[src/rtl/rom_arb_pkg.sv]
// Shared types for the cartridge ROM port arbiter: FSM states, requester ids,
// the per-requester holding register and byte-lane helpers.
package rom_arb_pkg;

   typedef enum logic [1:0] {
      IDLE,
      ACCESS,
      DONE
   } arb_state_e;

   localparam logic REQ_CPU = 1'b0;
   localparam logic REQ_COP = 1'b1;

   typedef struct packed {
      logic [23:0] addr;
      logic        word;
      logic        we_n;
      logic [15:0] d;
   } hold_t;

   // Byte reads return the lane chosen by the low address bit, zero-extended.
   function automatic logic [15:0] read_data(input logic word, input logic a0,
                                             input logic [15:0] q);
      if (word) return q;
      return {8'h00, (a0 ? q[15:8] : q[7:0])};
   endfunction

   // Byte writes replicate the byte on both lanes; the memory picks via addr[0].
   function automatic logic [15:0] write_data(input logic word, input logic [15:0] d);
      if (word) return d;
      return {d[7:0], d[7:0]};
   endfunction

endpackage

[src/rtl/rom_arb_slot.sv]
// One requester's capture slot: one-deep holding register plus pending flag.
module rom_arb_slot
   import rom_arb_pkg::*;
(
   input  logic  mclk_i,
   input  logic  rst_n_i,
   input  logic  req_i,
   input  hold_t req_fields_i,
   input  logic  in_service_i,
   input  logic  grant_i,
   output logic  pending_o,
   output hold_t hold_o
);

   logic  pending_q, pending_d;
   hold_t hold_q, hold_d;
   logic  accept;

   // The held access must stay frozen while waiting and while on the ROM port.
   assign accept = req_i && !pending_q && !in_service_i;

   always_comb begin
      pending_d = pending_q;
      hold_d    = hold_q;
      if (grant_i) begin
         pending_d = 1'b0;
      end
      if (accept) begin
         pending_d = 1'b1;
         hold_d    = req_fields_i;
      end
   end

   always_ff @(posedge mclk_i) begin
      if (!rst_n_i) begin
         pending_q <= 1'b0;
         hold_q    <= '0;
      end else begin
         pending_q <= pending_d;
         hold_q    <= hold_d;
      end
   end

   assign pending_o = pending_q;
   assign hold_o    = hold_q;

endmodule

[src/rtl/rom_port_arbiter.sv]
// Two-requester (CPU, COP) arbiter for the single cartridge ROM port with
// fixed-latency accesses. Optional CPU streak limit: ROM_ARB_FAIRNESS_EN.
module rom_port_arbiter
   import rom_arb_pkg::*;
#(
   parameter int MEM_LAT        = 4,
   parameter int MAX_CPU_STREAK = 3
) (
   input  logic        mclk,
   input  logic        rst_n,
   input  logic [23:0] rom_mask,
   input  logic        cpu_req,
   input  logic [23:0] cpu_addr,
   input  logic        cpu_word,
   input  logic        cpu_we_n,
   input  logic [15:0] cpu_d,
   output logic        cpu_ack,
   output logic [15:0] cpu_q,
   input  logic        cop_req,
   input  logic [23:0] cop_addr,
   input  logic        cop_word,
   input  logic        cop_we_n,
   input  logic [15:0] cop_d,
   output logic        cop_ack,
   output logic [15:0] cop_q,
   output logic [23:0] mem_addr,
   output logic [15:0] mem_d,
   input  logic [15:0] mem_q,
   output logic        mem_ce_n,
   output logic        mem_oe_n,
   output logic        mem_we_n,
   output logic        mem_word,
   output logic        busy
);

   arb_state_e  state_q, state_d;
   logic [3:0]  cnt_q, cnt_d;
   logic        winner_q, winner_d;
   logic [23:0] mem_addr_q, mem_addr_d;
   logic [15:0] mem_d_q, mem_d_d;
   logic        mem_word_q, mem_word_d;
   logic        ce_n_q, ce_n_d, oe_n_q, oe_n_d, we_n_q, we_n_d;
   logic        cpu_ack_q, cpu_ack_d, cop_ack_q, cop_ack_d;
   logic [15:0] cpu_q_q, cpu_q_d, cop_q_q, cop_q_d;

   logic [1:0]  req_v, pend_v, grant_v, serv_v;
   hold_t [1:0] in_v, hold_v;
   hold_t       grant_hold, serv_hold;
   logic        grant_cop;

   assign req_v         = {cop_req, cpu_req};
   assign in_v[REQ_CPU] = '{addr: cpu_addr, word: cpu_word, we_n: cpu_we_n, d: cpu_d};
   assign in_v[REQ_COP] = '{addr: cop_addr, word: cop_word, we_n: cop_we_n, d: cop_d};

   for (genvar gi = 0; gi < 2; gi++) begin : g_slot
      assign serv_v[gi] = (state_q == ACCESS) && (winner_q == 1'(gi));

      rom_arb_slot u_slot (
         .mclk_i       (mclk),
         .rst_n_i      (rst_n),
         .req_i        (req_v[gi]),
         .req_fields_i (in_v[gi]),
         .in_service_i (serv_v[gi]),
         .grant_i      (grant_v[gi]),
         .pending_o    (pend_v[gi]),
         .hold_o       (hold_v[gi])
      );
   end

`ifdef ROM_ARB_FAIRNESS_EN
   logic [7:0] streak_q, streak_d;

   // A waiting COP takes the slot once the CPU has used up its streak.
   assign grant_cop = pend_v[REQ_COP] &&
                      (!pend_v[REQ_CPU] || (streak_q == 8'(MAX_CPU_STREAK)));

   always_comb begin
      streak_d = streak_q;
      if ((state_q == IDLE) && (pend_v != 2'b00)) begin
         streak_d = (!grant_cop && pend_v[REQ_COP]) ? streak_q + 8'd1 : 8'd0;
      end
   end

   always_ff @(posedge mclk) begin
      if (!rst_n) streak_q <= '0;
      else        streak_q <= streak_d;
   end
`else
   logic unused_streak_cfg;
   assign unused_streak_cfg = ^32'(MAX_CPU_STREAK);
   assign grant_cop         = !pend_v[REQ_CPU];
`endif

   assign grant_hold = hold_v[grant_cop];
   assign serv_hold  = hold_v[winner_q];

   always_comb begin
      state_d    = state_q;
      cnt_d      = cnt_q;
      winner_d   = winner_q;
      mem_addr_d = mem_addr_q;
      mem_d_d    = mem_d_q;
      mem_word_d = mem_word_q;
      ce_n_d     = ce_n_q;
      oe_n_d     = oe_n_q;
      we_n_d     = we_n_q;
      cpu_ack_d  = 1'b0;
      cop_ack_d  = 1'b0;
      cpu_q_d    = cpu_q_q;
      cop_q_d    = cop_q_q;
      grant_v    = 2'b00;
      unique case (state_q)
         IDLE: begin
            if (pend_v != 2'b00) begin
               grant_v[REQ_COP] = grant_cop;
               grant_v[REQ_CPU] = !grant_cop;
               winner_d   = grant_cop ? REQ_COP : REQ_CPU;
               state_d    = ACCESS;
               cnt_d      = 4'(MEM_LAT - 1);
               mem_addr_d = grant_hold.addr & rom_mask;
               mem_d_d    = write_data(grant_hold.word, grant_hold.d);
               mem_word_d = grant_hold.word;
               ce_n_d     = 1'b0;
               oe_n_d     = grant_hold.we_n;
               we_n_d     = !grant_hold.we_n;
            end
         end
         ACCESS: begin
            if (cnt_q == 4'd0) begin
               state_d = DONE;
               ce_n_d  = 1'b1;
               oe_n_d  = 1'b1;
               we_n_d  = 1'b1;
               if (winner_q == REQ_CPU) begin
                  cpu_ack_d = 1'b1;
                  if (serv_hold.we_n) cpu_q_d = read_data(serv_hold.word, serv_hold.addr[0], mem_q);
               end else begin
                  cop_ack_d = 1'b1;
                  if (serv_hold.we_n) cop_q_d = read_data(serv_hold.word, serv_hold.addr[0], mem_q);
               end
            end else begin
               cnt_d = cnt_q - 4'd1;
            end
         end
         DONE:    state_d = IDLE;
         default: state_d = IDLE;
      endcase
   end

   always_ff @(posedge mclk) begin
      if (!rst_n) begin
         state_q    <= IDLE;
         cnt_q      <= '0;
         winner_q   <= REQ_CPU;
         mem_addr_q <= '0;
         mem_d_q    <= '0;
         mem_word_q <= 1'b0;
         ce_n_q     <= 1'b1;
         oe_n_q     <= 1'b1;
         we_n_q     <= 1'b1;
         cpu_ack_q  <= 1'b0;
         cop_ack_q  <= 1'b0;
         cpu_q_q    <= '0;
         cop_q_q    <= '0;
      end else begin
         state_q    <= state_d;
         cnt_q      <= cnt_d;
         winner_q   <= winner_d;
         mem_addr_q <= mem_addr_d;
         mem_d_q    <= mem_d_d;
         mem_word_q <= mem_word_d;
         ce_n_q     <= ce_n_d;
         oe_n_q     <= oe_n_d;
         we_n_q     <= we_n_d;
         cpu_ack_q  <= cpu_ack_d;
         cop_ack_q  <= cop_ack_d;
         cpu_q_q    <= cpu_q_d;
         cop_q_q    <= cop_q_d;
      end
   end

   assign mem_addr = mem_addr_q;
   assign mem_d    = mem_d_q;
   assign mem_word = mem_word_q;
   assign mem_ce_n = ce_n_q;
   assign mem_oe_n = oe_n_q;
   assign mem_we_n = we_n_q;
   assign cpu_ack  = cpu_ack_q;
   assign cop_ack  = cop_ack_q;
   assign cpu_q    = cpu_q_q;
   assign cop_q    = cop_q_q;
   assign busy     = (state_q != IDLE);

endmodule

[config.mk]
export PLATFORM = sky130hd
export DESIGN_NAME = rom_port_arbiter
export DESIGN_NICKNAME = d
export VERILOG_FILES = /design/src/rtl/rom_arb_pkg.sv /design/src/rtl/rom_arb_slot.sv /design/src/rtl/rom_port_arbiter.sv
export SDC_FILE = /design/constraint.sdc
export NUM_CORES = 1
export LEC_CHECK = 0
export CAP_MARGIN = 10
export CORE_ASPECT_RATIO = 0.75
export CORE_MARGIN = 10
export CORE_UTILIZATION = 49
export CTS_CLUSTER_DIAMETER = 40
export DETAILED_ROUTE_END_ITERATION = 7
export PLACE_DENSITY = 0.84
export SYNTH_ARGS = -nofsm -noshare
export SYNTH_HDL_FRONTEND = slang
export SYNTH_HIERARCHICAL = 1
export SYNTH_SLANG_ARGS = --single-unit
[constraint.sdc]
create_clock -name mclk -period 1.75 [get_ports mclk]
set_clock_uncertainty 0.05 [all_clocks]
set_input_delay 0.35 -clock mclk [delete_from_list [all_inputs] [get_ports mclk]]
set_output_delay 0.35 -clock mclk [all_outputs]
set_load 0.05 [all_outputs]
# == Word level (Yosys, flattened, before mapping) ==
# Cells that the tools add are included.
# totals
regBits,171
latch_bits,0
ram_bits,0
mem_bits_ro,0
inputBits,128
n_memories,0
# classes
n_addsub,1
n_mul,0
div_mod_pow,0
order_cmp,2
n_eq_ne,4
n_shift,0
n_mux,43
bitwise,2
n_reduce_logical,25
# ops
op,count
$mux 42,2
$mux 16,5
$mux 19,2
$and 24x24->24,1
$mux 1,22
$reduce_bool 2->1,5
$reduce_and 3->1,3
$mux 2,4
$mux 4,2
$mux 8,1
$pmux 4 s2,1
$reduce_and 4->1,2
$logic_and 1x1->1,6
$pmux 1 s2,3
$logic_not 1->1,5
$logic_not 4->1,1
$lt 1x2->1 const B,2
$ne 2x2->1 const B,2
$pmux 2 s2,1
$reduce_and 2->1,2
$sub 4x1->4 const B,1
$eq 2x1->1 const B,1
$logic_not 2->1,1
$ne 2x1->1 const B,1
$not 1->1,1

# == Depth between registers and ports, before layout ==
# Gate-level depths: netlist of the first run.
# depth
word_depth,8
depth_mapped,7

# == Hierarchy ==
# The synthesis of the first run kept the hierarchy.
# by_module_without_submodules
mod,n_inst,cells_each,area_each_um2,seq_area_each_um2
rom_port_arbiter,1,449,4098.9,1701.6
rom_arb_slot,2,186,1760.4,860.8

# == Worst setup path after synthesis of the first run ==
# OpenSTA, ideal clock, no wires.
# synth_timing
kind,reg-to-reg
startpoint,register state_q[0]
endpoint,"register mem_addr_q[15], in the netlist mem_addr[15]"
setup_time_ps,70
arrival_time_ps,1604
setup_slack_ps,25
stages_incl_launch_ff,7
path_buffers,2
synth_period_minus_slack_ps,1725
path_cell_list,dfxtp_1 -> nor2_1 -> inv_1 -> buf_2 -> clkbuf_1 -> o21ai_0 -> a21oi_1
# synth_between
elab_chain_cells,2
# synth_lines
item,line_no,text
start: declaration,rom_port_arbiter.sv:36,"arb_state_e state_q, state_d;"
start signal: assignment,rom_port_arbiter.sv:166,state_q <= state_d;
$logic_not 2->1,rom_port_arbiter.sv:112,unique case (state_q)
$reduce_and 2->1 (no source line),-,
end signal: assignment,rom_port_arbiter.sv:169,mem_addr_q <= mem_addr_d;
end: declaration,rom_port_arbiter.sv:39,"logic [23:0] mem_addr_q, mem_addr_d;"
# No other way between the ends.
# A chain may end at the register's enable or synchronous reset.

# == Worst setup path in the final report of the first run ==
# layout_timing
startpoint,register state_q[1]
endpoint,output port busy
# layout_between
elab_chain_cells,1
# layout_lines
item,line_no,text
$reduce_bool 2->1,rom_port_arbiter.sv:192,assign busy = (state_q != IDLE);
end: declaration,rom_port_arbiter.sv:33,output logic busy
# No other way between the ends.

==> results of run 1 <==
-- area by class of cell --
type	count	area, um2	area share, %
clock inverter	12	195	1.89
tap	205	256	2.48
sequential	171	3420	33.1
multi-input combinational	569	3730	36.1
inverter	6	25.0	0.242
timing repair buffer	247	2250	21.8
clock buffer	19	453	4.38
-- critical path, stage by stage (launching register included) --
cell and delay [ns]:
dfxtp_1 0.33, buf_6 0.14, nor2_4 0.15, inv_4 0.08, buf_8 0.15
-- layout by cell type, fill, tap and decap left out, types with 5 or more instances in the layout --
cell type        netlist  routed
a211oi_1              25      25
a21oi_1               68      68
buf_12                 8       5
buf_4                  6     112
bufinv_16              0       5
clkbuf_16              0      17
clkdlybuf4s50_1        0     126
dfxtp_1              171     170
mux2_2                33      33
mux2i_1              126     126
nand2_1              177     177
nand4_1               40      40
nor2_1                 8       6
o21ai_0               44      44
o22ai_1                8       8
-- state kept, by name, summed over array words and instances (netlist names) --
signal / cells
mem_addr: 24
g_slot.u_slot/hold_o: 84
cpu_q: 16
mem_oe_n: 1
mem_word: 1
cnt_q: 4
state_q: 2
cop_q: 16
g_slot.u_slot/pending_o: 2
winner_q: 1
mem_we_n: 1
cpu_ack: 1
cop_ack: 1
mem_ce_n: 1
mem_d: 16
-- final timing paths --
check / cells after the start / endpoint
max reg2reg: 6 / cpu_q[13]
min reg2reg: 2 / g_slot[1].u_slot/hold_o[12]
max: 4 / busy
min: 3 / mem_ce_n
-- cells by family after synthesis --
logic type	after synthesis
muxes	159
adders and majority gates	1
and+or+nand+nor	254
buffers and inverters	81
AOI/OAI and AO/OA	155
DFF	171
-- per-layer routing --
| layer | part of all wire (%) | wire (um) | global-route usage (%) |
|---|---|---|---|
| met3 | 8.1 | 1900 | 7.03 |
| met2 | 47 | 10900 | 33.9 |
| met5 | 0 | 0 | 0 |
| met4 | 1.7 | 395 | 5.93 |
| met1 | 43 | 10200 | 27.7 |
-- timing repair --
item / 4_1_cts / 5_1_grt
endpoints found under the setup margin: 1 / 40
pin swaps: 0 / 1
hold buffers: 0 / 0
resized for setup: 2 / 7
setup buffers: 0 / 1
-- power by group --
group / total [mW] / switching, mW / internal (mW) / leakage (nW)
registers: 4.44 / 0.234 / 4.21 / 1.40
clock network: 4.14 / 1.54 / 2.59 / 0.307
logic: 2.78 / 1.60 / 1.17 / 2.35
total: 11.4 / 3.38 / 7.97 / 4.05
==> flow_summary.json, run 1 <==
{
  "status": "finished, final reports clean",
  "antenna_cells": 0,
  "maxCapViolCount": 0,
  "io_buffers": 206,
  "pre_cts_slack_ns": 0.0160,
  "total_leakage_power_nw": 4.05,
  "cts_tree": "done",
  "via_count": 6777,
  "area_growth_pct": 35.6,
  "placed_area_mm2": 0.00965,
  "finalWorstSetupSlack_ns": 0.0636,
  "hpwl_mm": 16.7,
  "fmax_mhz": 593,
  "routed_wl_mm": 23.4,
  "synth_enable_flop_cells": 0,
  "start_util_pct": 50.0,
  "synth.area.mux_share_pct": 21.4,
  "final_nets": 1141,
  "place_inst": 1197,
  "clk_pin_slew_ns": 0.07,
  "grt_pass1_wl_mm": 36.1,
  "fp.dieW_um": 164,
  "fin_setup_tns_ns": 0,
  "fin_util_pct": 67.9,
  "cp-start-kind": "flop",
  "synth_top_family_by_area": "multiplexers",
  "fin_area_mm2": 0.0103,
  "rrSetupSlack_ns": 0.10,
  "synth_area_leaders": "dfxtp_1 45%, mux2i_1 17%, nand2_1 8.7%",
  "yosysTopAreaCellShare_pct": 44.9,
  "cts_made_buffers": 17,
  "ys_types": 44,
  "clock_latency_ns": 0.42,
  "clock_sink_count": 171,
  "cp.arrival_ns": 1.29,
  "period_share_pct": 96.4,
  "r2r_start": "cnt_q[0]",
  "fill_cells": 1210,
  "grt_max_degree": 99,
  "die_h_um": 128,
  "crit_type": "reg2out",
  "ant_nets": 0,
  "synth_fa_ha_area_share_pct": 0.164,
  "clockRootBuffer": "clkbuf_16",
  "async_flop_share_pct": 0,
  "yosysTopAreaCell": "dfxtp_1",
  "remaining_drc_errors": 0,
  "yosys.area_share.simple_pct": 15.3,
  "synth-compound-area-share_pct": 11.5,
  "hold_slack_ns": 0.376,
  "gp_congestion": 0.861,
  "wl_per_cell_um": 19.0,
  "synth_most_common_cell": "nand2_1",
  "antenna_found_initial": 0,
  "startpoint": "state_q[1]",
  "synth-seq-area-share_pct": 44.9,
  "row_count": 39,
  "ys_warn_count": 6,
  "min_period_ns": 1.69,
  "hold_viol": 0,
  "critPathMaxFanout": 6,
  "drt-initial-drc-count": 663,
  "setup_viol": 0,
  "min_path_type": "in2reg",
  "worstHoldStart": "rst_n",
  "drive_gt1_share_pct": 19.5,
  "syn_inst": 821,
  "grt_pass1_vias": 6628,
  "finalMaxSlewViolations": 0,
  "drtPass1Iterations": 5,
  "viasPerCell": 5.51,
  "syn_nets": 950,
  "cts_max_level": 4,
  "synth_xor_area_share_pct": 0,
  "track_usage_pct": 21.5,
  "end_kind": "output port",
  "worstPathRequired_ns": 1.35,
  "core_mm2": 0.0152,
  "total_power_mw": 11.4,
  "synth_seq_cells": 171,
  "io_pins": 207,
  "ir_worst_vdd_v": 0.000613,
  "dieArea_mm2": 0.0210,
  "clock_path_buffers": 2,
  "relSlewSlack_pct": 66.9,
  "synth_flop_cell": "dfxtp_1",
  "syn_avg_cell_area_um2": 9.28,
  "synth_common_cells": "177 x nand2_1, 171 x dfxtp_1, 126 x mux2i_1",
  "powerDensity_mw_per_mm2": 1100,
  "worst_pin_slew_ns": 0.496,
  "instances_no_fill": 1229,
  "grt.overflow.total": 0,
  "synth_area_mm2": 0.00762
}
(Power assumes the default switching activity.)
==> inputs of run 2 (changes only) <==
Clock period 1.75 ns to 1.8 ns, I/O delays scaled along.
==> run 2 against run 1 <==
- largest power group unchanged
- non-clock buffer count shrank 3
- critical endpoint unchanged
- die area is the same
- first-iteration DRC count shrank 13%
- final cell count shrank 0.16%
- sequential power shrank 2%
==> flow_summary.json, run 2 (synthesis gave the netlist of run 1 again) <==
{
  "status": "finished, final reports clean",
  "cts_made_buffers": 17,
  "core_mm2": 0.0152,
  "placed_area_mm2": 0.00964,
  "critPathMaxFanout": 4,
  "fp.dieW_um": 164,
  "min_path_type": "in2reg",
  "crit-reg2reg-capture": "mem_d[3]",
  "worstHoldStart": "rst_n",
  "mostFrequentLayoutCell": "nand2_1",
  "total_leakage_power_nw": 3.98,
  "ant_nets": 0,
  "hold_depth": 3,
  "cp-start-kind": "flop",
  "clock_path_buffers": 2,
  "relSlewSlack_pct": 68.1,
  "clock_sink_count": 171,
  "row_count": 39,
  "io_pins": 207,
  "hold_viol": 0,
  "period_share_pct": 95.5,
  "drtPass1Iterations": 5,
  "grt_max_degree": 119,
  "io_buffers": 206,
  "maxCapViolCount": 0,
  "min_period_ns": 1.72,
  "pre_cts_slack_ns": 0.0676,
  "cp.arrival_ns": 1.31,
  "fin_area_mm2": 0.0102,
  "hold_slack_ns": 0.242,
  "die_h_um": 128,
  "min_to": "g_slot[0].u_slot/hold_o[0]",
  "drt-initial-drc-count": 576,
  "viasPerCell": 5.54,
  "wl_per_cell_um": 19.6,
  "antenna_found_initial": 1,
  "worstPathRequired_ns": 1.39,
  "track_usage_pct": 21.9,
  "cp_slowest_stage_delay_ns": 0.35,
  "grt_setup_unrepaired": "no",
  "final_cell_mix": "177 x nand2_1, 169 x dfxtp_1, 126 x mux2i_1, 126 x clkdlybuf4s50_1, 110 x buf_4",
  "setup_viol": 0,
  "drive_gt1_share_pct": 19.0,
  "via_count": 6794,
  "fmax_mhz": 582,
  "largest_reg_flops": 84,
  "finalWorstSetupSlack_ns": 0.0812,
  "grt.overflow.total": 0,
  "worst_pin_slew_ns": 0.478,
  "cts_max_level": 4,
  "hold_buffers": 0,
  "remaining_drc_errors": 0,
  "final_nets": 1138,
  "clockRootBuffer": "clkbuf_16",
  "ir_worst_vdd_v": 0.000731,
  "r2r_cells": 6,
  "crit_type": "reg2out",
  "hpwl_mm": 16.8,
  "r2r_start": "state_q[0]",
  "grt_pass1_wl_mm": 36.4,
  "rrSetupSlack_ns": 0.09,
  "routed_wl_mm": 24.0,
  "gp_congestion": 0.870,
  "fin_setup_tns_ns": 0,
  "powerDensity_mw_per_mm2": 1020,
  "cts_tree": "done",
  "critPathSlowestCell": "dfxtp_1",
  "start_util_pct": 50.0,
  "dieArea_mm2": 0.0210,
  "area_growth_pct": 33.9,
  "grt_pass1_vias": 6530,
  "end_kind": "output port",
  "path_cells": "nor2_4 > clkinvlp_4 > buf_4",
  "clk_pin_slew_ns": 0.06,
  "finalMaxSlewViolations": 0,
  "clock_latency_ns": 0.42
}
==> run 2: final cells by class <==
| class | instances | area (um2) |
|---|---|---|
| Antenna cell | 1 | 2.50 |
| Clock buffer | 24 | 482 |
| Clock inverter | 7 | 42.5 |
| Fill cell | 1212 | 5020 |
| Inverter | 6 | 26.3 |
| Multi-Input combinational cell | 569 | 3730 |
| Sequential cell | 171 | 3430 |
| Tap cell | 205 | 256 |
| Timing Repair Buffer | 244 | 2240 |
==> run 2: worst max-delay path by stage <==
stage	to	startpoint	slack (ns)
global route	cpu_q[10]	cnt_q[0]	0.007
finish	busy	state_q[0]	0.08
global placement	g_slot[0].u_slot/hold_o[27]	cpu_req	0.1
detailed placement	g_slot[1].u_slot/hold_o[7]	cop_req	0.07
CTS	busy	state_q[1]	0.05
floorplan	mem_addr[15]	state_q[0]	0.08
==> run 2: worst max-delay path: cells and delay by family, from the launching register on <==
family / cells / cell delay [ns]
and+or+nand+nor: 1 / 0.15
DFF: 1 / 0.35
buffers and inverters: 2 / 0.38
==> run 2: repair_timing <==
item | CTS | global route
buffers inserted | 2 | 0
endpoints found under the setup margin | 1 | 41
gates resized for setup | 1 | 4
==> run 2: layer usage <==
layer | GRT usage (%) | vias up | part of all wire (%) | wire (um)
met5 | 0 | - | 0 | 0
met4 | 5.09 | 0 | 1.2 | 286
met3 | 7.32 | 21 | 9.2 | 2210
met2 | 33.8 | 289 | 46 | 11100
met1 | 29.0 | 3217 | 44 | 10500
li1 | - | 3267 | - | -
==> run 2: metrics by stage <==
stage,power [mW],utilization (%),std cells
final,10.4,67.0,1227
after global routing,10.8,67.0,1227
after CTS,10.4,66.9,1226
after detailed placement,7.04,63.3,1193
after global placement,6.98,63.3,1193
after floorplan,6.11,-,821
==> run 2: where the power goes <==
group / switching, mW / internal [mW]
Combinational: 1.59 / 1.14
Clock: 1.47 / 1.86
Sequential: 0.241 / 4.09
==> inputs of run 3 (changes only) <==
Settings changed: CORE_UTILIZATION 49 to 48, PLACE_DENSITY 0.84 to 0.83, SYNTH_HIERARCHICAL 1 to unset.
==> run 3 against run 2 <==
- final cell count shrank 0.57%
- register-to-register slack is essentially flat
- critical path type unchanged
- final area shrank 1.1%
- die area shrank 2.3%
- sequential cell count is the same
- clock power grew 11%
- count of clock-buffer cells in the layout shrank 6
- critical path depth is the same
- synthesized cell count grew 1.3%
- synthesized area shrank 4.6%
- non-clock buffer count grew 2
- wire length grew 5.7%
- largest cell class unchanged
==> flow_summary.json, run 3 <==
{
  "syn_avg_cell_area_um2": 8.74,
  "period_share_pct": 96.0,
  "grt_pass1_wl_mm": 39.5,
  "yosysTopAreaCellShare_pct": 47.1,
  "via_count": 7331,
  "r2r_cells": 5,
  "io_buffers": 206,
  "remaining_drc_errors": 0,
  "critPathMaxFanout": 9,
  "powerDensity_mw_per_mm2": 1020,
  "clockRootBuffer": "clkbuf_16",
  "min_path_type": "reg2reg",
  "grt_pass1_vias": 7119,
  "fmax_mhz": 579,
  "antenna_found_initial": 1,
  "routed_wl_mm": 25.4,
  "hold_depth": 2,
  "syn_inst": 832,
  "multiInputGateArea_mm2": 0.00346,
  "row_count": 38,
  "start_util_pct": 49.6,
  "synth-seq-area-share_pct": 47.1,
  "viasPerCell": 6.01,
  "clk_pin_slew_ns": 0.07,
  "status": "finished, final reports clean",
  "regArea_mm2": 0.00343,
  "grt.overflow.total": 0,
  "synth_flop_cell": "dfxtp_1",
  "finalMaxSlewViolations": 0,
  "crit-reg2reg-capture": "cnt_q[3]",
  "synth_area_leaders": "dfxtp_1 47%, a21oi_1 10%, o21ai_0 8.4%",
  "startpoint": "state_q[0]",
  "die_h_um": 127,
  "p_comb_share_pct": 23.2,
  "area_growth_pct": 38.8,
  "mostFrequentLayoutCell": "dfxtp_1",
  "worst_pin_slew_ns": 0.392,
  "synth_enable_flop_cells": 0,
  "drt-initial-drc-count": 603,
  "final_cell_mix": "168 x dfxtp_1, 152 x a21oi_1, 127 x clkdlybuf4s50_1",
  "dieArea_mm2": 0.0205,
  "cts_max_level": 4,
  "largest_reg_flops": 84,
  "track_usage_pct": 23.7,
  "hold_viol": 0,
  "clock_path_buffers": 2,
  "min_period_ns": 1.73,
  "instances_no_fill": 1220,
  "r2r_start": "cnt_q[0]",
  "cp-start-kind": "flop",
  "cts_tree": "done",
  "worstHoldStart": "g_slot[0].u_slot.hold_o[15]",
  "place_inst": 1186,
  "pwr-share-clk_pct": 35.9,
  "gp_congestion": 0.880,
  "hold_buffers": 0,
  "end_kind": "output port",
  "synth_area_mm2": 0.00727,
  "drtPass1Iterations": 5,
  "relSlewSlack_pct": 73.1,
  "ys_warn_count": 0,
  "worstPathRequired_ns": 1.39,
  "cp.arrival_ns": 1.32,
  "final_nets": 1135,
  "fill_cells": 1183,
  "ant_nets": 0,
  "switching_share_pct": 31.3,
  "fin_setup_tns_ns": 0,
  "synth_most_common_cell": "dfxtp_1",
  "maxCapViolCount": 0,
  "core_mm2": 0.0146,
  "io_pins": 207,
  "power.switching_mw": 3.22,
  "total_power_mw": 10.3,
  "clock_sink_count": 171,
  "hpwl_mm": 17.4,
  "grt_max_degree": 55,
  "clock_latency_ns": 0.42,
  "placed_area_mm2": 0.00948,
  "wl_per_cell_um": 20.8,
  "fin_area_mm2": 0.0101,
  "grt_setup_unrepaired": "yes",
  "syn_nets": 961,
  "yosysTopAreaCell": "dfxtp_1",
  "ir_worst_vdd_v": 0.000800,
  "ys_types": 46,
  "cts_made_buffers": 17,
  "synth_seq_cells": 171,
  "synth_common_cells": "171 x dfxtp_1, 152 x a21oi_1, 122 x o21ai_0",
  "total_leakage_power_nw": 3.68,
  "drive_gt1_share_pct": 19.9,
  "rrSetupSlack_ns": 0.10,
  "async_flop_share_pct": 0,
  "crit_type": "reg2out",
  "min_to": "g_slot[0].u_slot.hold_o[15]",
  "setup_viol": 0,
  "fp.dieW_um": 162,
  "seqPwrFrac_pct": 40.9,
  "internal_power_mw": 7.08
}
run 3: cell count changes after synthesis, sizes merged, moves of 24 or more:
| cell | delta |
|---|---|
| a21oi | +84 |
| clkbuf | +24 |
| mux2i | -93 |
| nand2 | -167 |
| nand3 | +85 |
| o21ai | +84 |
run 3: cell type report:
class | count | share of cell area (%)
Antenna cell | 1 | 0.0248
Clock buffer | 18 | 4.25
Clock inverter | 14 | 1.56
Inverter | 6 | 0.285
Multi-Input combinational cell | 564 | 34.3
Sequential cell | 171 | 34.0
Tap cell | 200 | 2.48
Timing Repair Buffer | 246 | 23.1
run 3: routing by layer:
metal	share of wire, %	global-route usage (%)	vias to the layer above
li1	-	-	3420
met2	45	35.7	370
met1	43	31.8	3506
met4	2.2	8.76	0
met3	9.7	6.63	35
met5	0	0	-
run 3: repair_timing:
item / in CTS / in global routing
setup buffers: 1 / 0
gates resized for setup: 2 / 3
pin swaps: 0 / 1
endpoints found under the setup margin: 1 / 5
run 3: worst max-delay path by stage:
stage | endpoint | slack [ns]
after global placement | cnt_q[3] | 0.18
after detailed placement | cnt_q[3] | 0.12
after global routing | busy | 0.01
final | busy | 0.07
after CTS | busy | 0.01
after floorplan | mem_addr[18] | 0.16
run 3: logic make-up after synthesis:
group | share of synthesized area, %
AO/OA/AOI/OAI | 23.9
flip-flops | 47.1
AND/OR/NAND/NOR | 13.3
adder cells (fa/ha/maj) | 0.172
multiplexers | 9.81
buffers and inverters | 5.73
run 3: power groups by stage:
| stage | Combinational [mW] | Clock [mW] | Sequential, mW |
|---|---|---|---|
| 6_report | 2.39 | 3.69 | 4.21 |
| 5_1_grt | 2.54 | 3.88 | 4.24 |
| 4_1_cts | 2.37 | 3.71 | 4.21 |
| 3_5_place_dp | 2.33 | 0 | 4.29 |
| 3_3_place_gp | 2.30 | 0 | 4.28 |
| 2_1_floorplan | 1.16 | 0 | 4.49 |
run 3: worst max-delay path, stage by stage (launching register included):
cell	delay (ns)
dfxtp_2	0.37
nor2_4	0.17
clkinvlp_4	0.17
buf_6	0.18
run 3: stage by stage:
step           hold WS, ns  setup WS [ns]  util (%)
3_3_place_gp         0.405          0.178      64.7
5_1_grt              0.442         0.0123      68.9
3_5_place_dp         0.413          0.124      64.7
4_1_cts              0.425         0.0124      68.8
6_report             0.423         0.0722      68.9
2_1_floorplan        0.400          0.164         -
